### src/rtl/rtc_bus_transaction_ctrl.sv
// RTC multiplexed address/data bus transaction controller.
// Runs one complete read or write cycle on the external RTC chip for each
// request from the RTC sequencer. The timing of CS, AD, WR, RD and the pad
// output enable comes from a per-state cycle counter.
//
// Handshake with the sequencer: the controller samples in_en_funcion_rtc
// only while IDLE. In that same cycle it latches direction, address and write
// data. It then ignores every request input until it raises out_flag_done
// for exactly one cycle, in the DONE state. IDLE always lasts at least one
// cycle, so the sequencer has one edge to present the next address before
// that address is sampled.
module rtc_bus_transaction_ctrl #(
   parameter int T_SETUP = 2,
   parameter int T_PULSE = 8,
   parameter int T_HOLD  = 2,
   parameter int T_REC   = 4
) (
   input  logic       clk,
   input  logic       reset,
   input  logic       in_en_funcion_rtc,
   input  logic       in_funcion_w_r,
   input  logic [7:0] in_addr_ram_rtc,
   input  logic       in_flag_inicio,
   input  logic [7:0] in_dato_inicio,
   input  logic [7:0] in_dato_config,
   input  logic [7:0] in_bus_dato,
   output logic [7:0] out_bus_dato,
   output logic       out_bus_oe,
   output logic       out_bus_cs_n,
   output logic       out_bus_ad,
   output logic       out_bus_wr_n,
   output logic       out_bus_rd_n,
   output logic       out_flag_done,
   output logic [7:0] out_dato_leido,
   output logic [7:0] out_addr_leido,
   output logic       out_dato_valido,
   output logic       out_ocupado
);

   typedef enum logic [3:0] {
      S_IDLE       = 4'd0,
      S_ADDR_SETUP = 4'd1,
      S_ADDR_PULSE = 4'd2,
      S_ADDR_HOLD  = 4'd3,
      S_DATA_SETUP = 4'd4,
      S_DATA_PULSE = 4'd5,
      S_DATA_HOLD  = 4'd6,
      S_RECOVER    = 4'd7,
      S_DONE       = 4'd8
   } state_t;

   // Final counter value of each timed state.
   localparam logic [7:0] SETUP_LAST = 8'(T_SETUP - 1);
   localparam logic [7:0] PULSE_LAST = 8'(T_PULSE - 1);
   localparam logic [7:0] HOLD_LAST  = 8'(T_HOLD - 1);
   localparam logic [7:0] REC_LAST   = 8'(T_REC - 1);

   state_t     state_q, state_d;
   logic [7:0] cnt_q, cnt_d;
   logic       w_r_q, w_r_d;
   logic [7:0] addr_q, addr_d;
   logic [7:0] wdata_q, wdata_d;
   logic [7:0] rdata_q, rdata_d;
   logic [7:0] dato_leido_q, dato_leido_d;
   logic [7:0] addr_leido_q, addr_leido_d;
   logic [7:0] cnt_last;
   logic       state_end;

   // Final counter value of the current state. DONE lasts one cycle and IDLE
   // has no length of its own.
   always_comb begin
      cnt_last = 8'd0;
      case (state_q)
         S_ADDR_SETUP, S_DATA_SETUP: cnt_last = SETUP_LAST;
         S_ADDR_PULSE, S_DATA_PULSE: cnt_last = PULSE_LAST;
         S_ADDR_HOLD,  S_DATA_HOLD:  cnt_last = HOLD_LAST;
         S_RECOVER:                  cnt_last = REC_LAST;
         default:                    cnt_last = 8'd0;
      endcase
   end

   assign state_end = (cnt_q == cnt_last);

   // Next state, cycle counter and the transaction/read-back latches.
   always_comb begin
      state_d      = state_q;
      cnt_d        = cnt_q + 8'd1;
      w_r_d        = w_r_q;
      addr_d       = addr_q;
      wdata_d      = wdata_q;
      rdata_d      = rdata_q;
      dato_leido_d = dato_leido_q;
      addr_leido_d = addr_leido_q;
      case (state_q)
         S_IDLE: begin
            cnt_d = 8'd0;
            if (in_en_funcion_rtc) begin
               state_d = S_ADDR_SETUP;
               w_r_d   = in_funcion_w_r;
               addr_d  = in_addr_ram_rtc;
               wdata_d = in_flag_inicio ? in_dato_inicio : in_dato_config;
            end
         end
         S_ADDR_SETUP: if (state_end) state_d = S_ADDR_PULSE;
         S_ADDR_PULSE: if (state_end) state_d = S_ADDR_HOLD;
         S_ADDR_HOLD:  if (state_end) state_d = S_DATA_SETUP;
         S_DATA_SETUP: if (state_end) state_d = S_DATA_PULSE;
         S_DATA_PULSE: begin
            if (state_end) begin
               state_d = S_DATA_HOLD;
               // Capture the pad while RD is still asserted.
               if (!w_r_q) rdata_d = in_bus_dato;
            end
         end
         S_DATA_HOLD:  if (state_end) state_d = S_RECOVER;
         S_RECOVER: begin
            if (state_end) begin
               state_d = S_DONE;
               // Publish the read result so it is visible during DONE,
               // in the same cycle as the valid pulse.
               if (!w_r_q) begin
                  dato_leido_d = rdata_q;
                  addr_leido_d = addr_q;
               end
            end
         end
         S_DONE:       state_d = S_IDLE;
         default:      state_d = S_IDLE;
      endcase
      if (state_d != state_q) cnt_d = 8'd0;
   end

   // State and datapath registers; reset aborts any transaction immediately.
   always_ff @(posedge clk or negedge reset) begin
      if (!reset) begin
         state_q      <= S_IDLE;
         cnt_q        <= 8'd0;
         w_r_q        <= 1'b0;
         addr_q       <= 8'h00;
         wdata_q      <= 8'h00;
         rdata_q      <= 8'h00;
         dato_leido_q <= 8'h00;
         addr_leido_q <= 8'h00;
      end else begin
         state_q      <= state_d;
         cnt_q        <= cnt_d;
         w_r_q        <= w_r_d;
         addr_q       <= addr_d;
         wdata_q      <= wdata_d;
         rdata_q      <= rdata_d;
         dato_leido_q <= dato_leido_d;
         addr_leido_q <= addr_leido_d;
      end
   end

   // Bus controls decoded from the state register and the latched request only.
   always_comb begin
      out_bus_cs_n    = 1'b1;
      out_bus_ad      = 1'b1;
      out_bus_wr_n    = 1'b1;
      out_bus_rd_n    = 1'b1;
      out_bus_oe      = 1'b0;
      out_bus_dato    = 8'h00;
      out_flag_done   = 1'b0;
      out_dato_valido = 1'b0;
      case (state_q)
         S_ADDR_SETUP, S_ADDR_PULSE, S_ADDR_HOLD: begin
            out_bus_cs_n = 1'b0;
            out_bus_oe   = 1'b1;
            out_bus_dato = addr_q;
            if (state_q == S_ADDR_PULSE) out_bus_wr_n = 1'b0;
         end
         S_DATA_SETUP, S_DATA_PULSE, S_DATA_HOLD: begin
            out_bus_cs_n = 1'b0;
            out_bus_ad   = 1'b0;
            if (w_r_q) begin
               out_bus_oe   = 1'b1;
               out_bus_dato = wdata_q;
            end
            if (state_q == S_DATA_PULSE) begin
               out_bus_wr_n = ~w_r_q;
               out_bus_rd_n = w_r_q;
            end
         end
         S_DONE: begin
            out_flag_done   = 1'b1;
            out_dato_valido = ~w_r_q;
         end
         default: ;
      endcase
   end

   assign out_ocupado    = (state_q != S_IDLE);
   assign out_dato_leido = dato_leido_q;
   assign out_addr_leido = addr_leido_q;

endmodule

### config.mk
export PLATFORM = sky130hd
export DESIGN_NAME = rtc_bus_transaction_ctrl
export DESIGN_NICKNAME = d
export VERILOG_FILES = /design/src/rtl/rtc_bus_transaction_ctrl.sv
export SDC_FILE = /design/constraint.sdc
export NUM_CORES = 1
export LEC_CHECK = 0
export ABC_CLOCK_PERIOD_IN_PS = 2300
export CORE_MARGIN = 1
export CORE_UTILIZATION = 43
export CTS_CLUSTER_DIAMETER = 50
export DETAILED_ROUTE_END_ITERATION = 16
export PLACE_DENSITY = 0.76
export REMOVE_ABC_BUFFERS = 1
export SLEW_MARGIN = 0
export SYNTH_ARGS = -nofsm -noshare
export SYNTH_HDL_FRONTEND = slang
export SYNTH_SLANG_ARGS = --single-unit
### constraint.sdc
create_clock -name clk -period 2.3 [get_ports clk]
set_input_delay 0.46 -clock clk [delete_from_list [all_inputs] [get_ports clk]]
set_output_delay 0.46 -clock clk [all_outputs]
set_load 0.01 [all_outputs]
======== Word-level counts from Yosys, hierarchy flattened ========
Cells that the tools add are included.
operators by class
  add/sub/neg operators ................... 1
  equality and inequality tests ........... 10
  mux-type cells .......................... 26
  bitwise operators ....................... 1
  reductions and logical operators ........ 10
operators with widths
  cell                   number
  $mux W4                8
  $mux W8                4
  $pmux W4 S8            1
  $eq A4 B3 Y1 const B   4
  $pmux W8 S2            1
  $mux W1                9
  $pmux W3 S3            1
  $add A8 B1 Y8 const B  1
  $eq A4 B2 Y1 const B   2
  $eq A8 B8 Y1           1
  $reduce_and A3 Y1      2
  $reduce_or A3 Y1       2
  $reduce_or A6 Y1       1
  $eq A4 B1 Y1 const B   1
  $eq A4 B4 Y1 const B   1
  $logic_not A4 Y1       1
  $ne A4 B4 Y1           1
  $pmux W1 S2            2
  $reduce_bool A4 Y1     1
  $reduce_or A4 Y1       1
  $reduce_and A2 Y1      1
  $reduce_or A2 Y1       1
  $not A1 Y1             1
word-level totals
  register bits ........................... 53
  bits of input ports ..................... 37

======== Depth between registers and ports, before layout ========
  word-level depth ........................ 8
  gate-level depth with buffers ........... 8
  depth with buffers taken out ............ 6

======== Worst setup path before layout ========
Ideal clock, no wire load.
  path kind ............................... register to register
  start point ............................. reg state_q[0]
  end point ............................... reg rdata_q[0]
  library setup time ...................... 125 ps
  arrival time ............................ 2173 ps
  required time ........................... 2175 ps
  path slack .............................. 2 ps
  stages on the path, launching flop included .. 7
  period minus slack after synthesis ...... 2298 ps
  cells stage by stage .................... dfrtp_1 or3b_1 a21oi_1 xnor2_2 nand2_1 a2111oi_4 mux2_2
on the way
  longest elaborated chain between the ends .. 5
  elaborated cells between the ends (all ways) .. 12
  those cells by class .................... eq/ne: 8; mux: 1; reduce/logical: 3
RTL lines
  what                                                                   line  RTL
  start, declared                                                        58    state_t state_q, state_d;
  start signal, assigned                                                 145   state_q <= state_d;
  $eq A4 B3 Y1 (tied with other cells)                                   73    case (state_q)
  $reduce_or A4 Y1 (no line) / $reduce_or A2 Y1 (equally long branches)  --
  $pmux W3 S3                                                            73
  $eq A8 B8 Y1                                                           82    assign state_end = (cnt_q == cnt_last);
  $reduce_and A3 Y1 (no line) (*)                                        --
  end signal, assigned                                                   150   rdata_q <= rdata_d;
  end, declared                                                          63    logic [7:0] rdata_q, rdata_d;
Mark *: on every way between the ends. The rest lies on a longest branch, timed or not.
A chain may end at the register's enable or synchronous reset.

======== Worst setup path in the final report ========
  start point ............................. reg state_q[2]
  end point ............................... reg rdata_q[4]
Same word-level chain as after synthesis.

==> results.tsv <==
stage	metric	value	unit
sta	rsz0062_at_grt	true	
placed_design	gp_congestion	0.830	
power	ir_worst_vdd	0.000666	V
cells_and_area	fin_area	3520	sq um
die	dieArea	6080	sq um
critical_path	startpoint_type	flip-flop	
critical_path	rrSetupSlack	70	ps
placed_design	port_buffers	68	
cells_and_area	diodes	0	
cells_and_area	nFillCells	445	
cts	cts-htree-levels	2	
cells_and_area	seq_area	1330	sq um
critical_path	path_cells	buf_4 > or3b_4 > a21oi_4 > xnor2_2 > nand2_2 > a2111oi_4 > buf_6 > mux2_2	
drt	via_per_inst	5.18	
critical_path	cp_max_fo	8	
critical_path	arrival	2420	ps
synthesis	syn_area	2480	sq um
grt	antenna_found_initial	0	
placed_design	post-place-ws	-64.1	ps
worst_hold_path	hold_path.class	in -> async	
cts	cts_root_buf	clkbuf_8	
cells_and_area	nets	327	
die	die_h	78.0	um
synthesis	synth-edff-count	0	
cts	cts_tree	done	
synthesis	synth_top_cell_by_area	dfrtp_1	
sta	hold-worst-slack	40.4	ps
synthesis	yosys_warnings	0	
cts	cts_made_buffers	5	
cells_and_area	area_delta_synth_final	41.9	%
sta	slew_headroom	68.0	%
synthesis	synthArstFlopShare	100	%
placed_design	place_area	3340	sq um
cts	clk_pin_slew_worst_paths	100	ps
outcome	status	completed	
sta	finalHoldViolCount	0	
drt	first_iter_violations	55	
critical_path	cpMaxStageDelayCell	dfrtp_1	
die	start_util	44.8	%
die	core_area	5540	sq um
synthesis	synth.area.top_cells	dfrtp_1 53%, mux2_2 15%, mux2i_1 3.6%, a22o_1 2.8%, nand2_1 2.4%	
cts	cts.sink_count	53	
cts	cts_hold_buffers	0	
power	p_per_area	1220	nW/um^2
grt	grtUsageTotal	19.6	%
sta	finalSetupViolations	0	
job	cap_violations	0	
synthesis	synthTopCellsByCount	53 x dfrtp_1, 34 x mux2_2, 16 x nand2_1	
sta	maxSlewViolCount	0	
synthesis	post-synth-top-area-fraction	53.5	%
die	rows	27	
sta	skew	12.5	ps
drt	avgRoutedWirePerCell	15.2	um
cells_and_area	multi_input_area	1130	sq um
sta	worst_pin_slew	478	ps
synthesis	synth-main-ff-cell	dfrtp_1	
critical_path	cp-end-kind	flip-flop	
grt	grt_pass1_vias	1954	
sta	post-route-period-util	96.8	%
power	finalPower	4.29	mW
sta	fin_ws	72.9	ps
synthesis	avgSynthCellArea	12.2	sq um
critical_path	crit_required	2490	ps
power	p_leak	1.64	nW
synthesis	synthCells	203	
synthesis	yosysUniqueCellTypes	39	
synthesis	yosysMostFrequentCell	dfrtp_1	
cts	insertion_delay	300	ps
cts	clk_path_buf_depth	2	
grt	grt.overflow.total	0	
die	ioPinCount	69	
drt	vias	1874	
synthesis	yosysSeqAreaShare	53.5	%
grt	grt_max_degree	26	
placed_design	dp_hpwl	4.13	mm
critical_path	max_stage_delay	420	ps
drt	ant_nets	0	
sta	finalWorstPathRequiredPeriod	2230	ps
drt	drtPass1Iterations	4	
sta	fmax	449	MHz
grt	grt_pass1_wl	9.30	mm
drt	wirelength	5.50	mm
drt	drc_errors	0	
synthesis	ys_seq_elements	53	
sta	fin_tns_setup	0	ps
critical_path	worstSetupPathType	reg -> reg	
die	die_x	78.0	um
cells_and_area	drive_above_1_share	27.9	%
## through the flow
| stage | utilization [%] | cells |
|---|---|---|
| 6_report | 63.5 | 362 |
| 5_1_grt | 63.5 | 362 |
| 4_1_cts | 62.8 | 361 |
| 3_5_place_dp | 60.2 | 350 |
| 3_3_place_gp | 60.2 | 350 |
| 2_1_floorplan | - | 193 |
## power breakdown
group	switching (mW)	total (mW)	internal, mW
clock	0.302	0.628	0.326
combinational	0.988	2.14	1.15
sequential	0.259	1.53	1.27
## worst max-delay path, delay by kind of cell (launching register included)
family,cells,cell delay (ps)
AOI/OAI and AO/OA,2,400
xor gates and xnor gates,1,140
buffers and inverters,2,350
DFF,1,420
muxes,1,330
and+or+nand+nor,2,480
## timing repair
action | in CTS | in global routing
pin swaps | 0 | 3
resized for setup | 19 | 8
setup buffers | 3 | 2
setup endpoints to repair | 21 | 19
## area by class of cell
class                           instances  area share [%]
Clock buffer                            5            1.96
Clock inverter                          3            1.32
Inverter                                4           0.427
Multi-Input combinational cell        136            32.2
Sequential cell                        53            37.7
Tap cell                               72            2.56
Timing Repair Buffer                   89            23.9
## cell usage in the layout (no fill, tap or decap), drive strengths merged, types with 5 or more instances in the layout
cell and count:
nor2 14, clkdlybuf4s50 54, o21ai 9, nand3 6, mux2i 9, mux2 34, a22o 8, clkbuf 5
xor2 5, nand2 16, dlygate4sd2 12, dfrtp 53, buf 22
## final timing paths
check / start / to / cells after the start
setup / recovery: state_q[2] / rdata_q[4] / 8
hold / removal: reset / addr_q[3] / 1
setup reg to reg: state_q[2] / rdata_q[4] / 8
hold reg to reg: wdata_q[3] / wdata_q[3] / 2
max in group asynchronous: reset / out_dato_leido[4] / 2
min in group clk: wdata_q[3] / wdata_q[3] / 2
## cell families (layout without fill, tap and decap cells)
kind of cell | count (synthesis) | count (layout) | synth area share (%)
and+or+nand+nor | 59 | 59 | 13.2
DFF | 53 | 53 | 53.5
muxes | 43 | 43 | 19.1
AOI/OAI and AO/OA | 25 | 25 | 8.02
buffers and inverters | 14 | 101 | 2.67
xor gates and xnor gates | 8 | 8 | 3.13
adders and majority gates | 1 | 1 | 0.504
## sequential cells by signal, summed over array words and instances, names as in the netlist
signal	cells
addr_q	8
out_dato_leido	8
cnt_q	8
wdata_q	8
w_r_q	1
out_addr_leido	8
state_q	4
rdata_q	8
## per-layer routing
layer / vias to the layer above / wire length [um] / track usage (%)
met4: 0 / 84 / 6.67
li1: 898 / - / -
met5: - / 0 / 0
met1: 909 / 2430 / 25.1
met3: 8 / 365 / 5.65
met2: 59 / 2620 / 31.7
No activity file was read; power rests on OpenSTA's default activity.
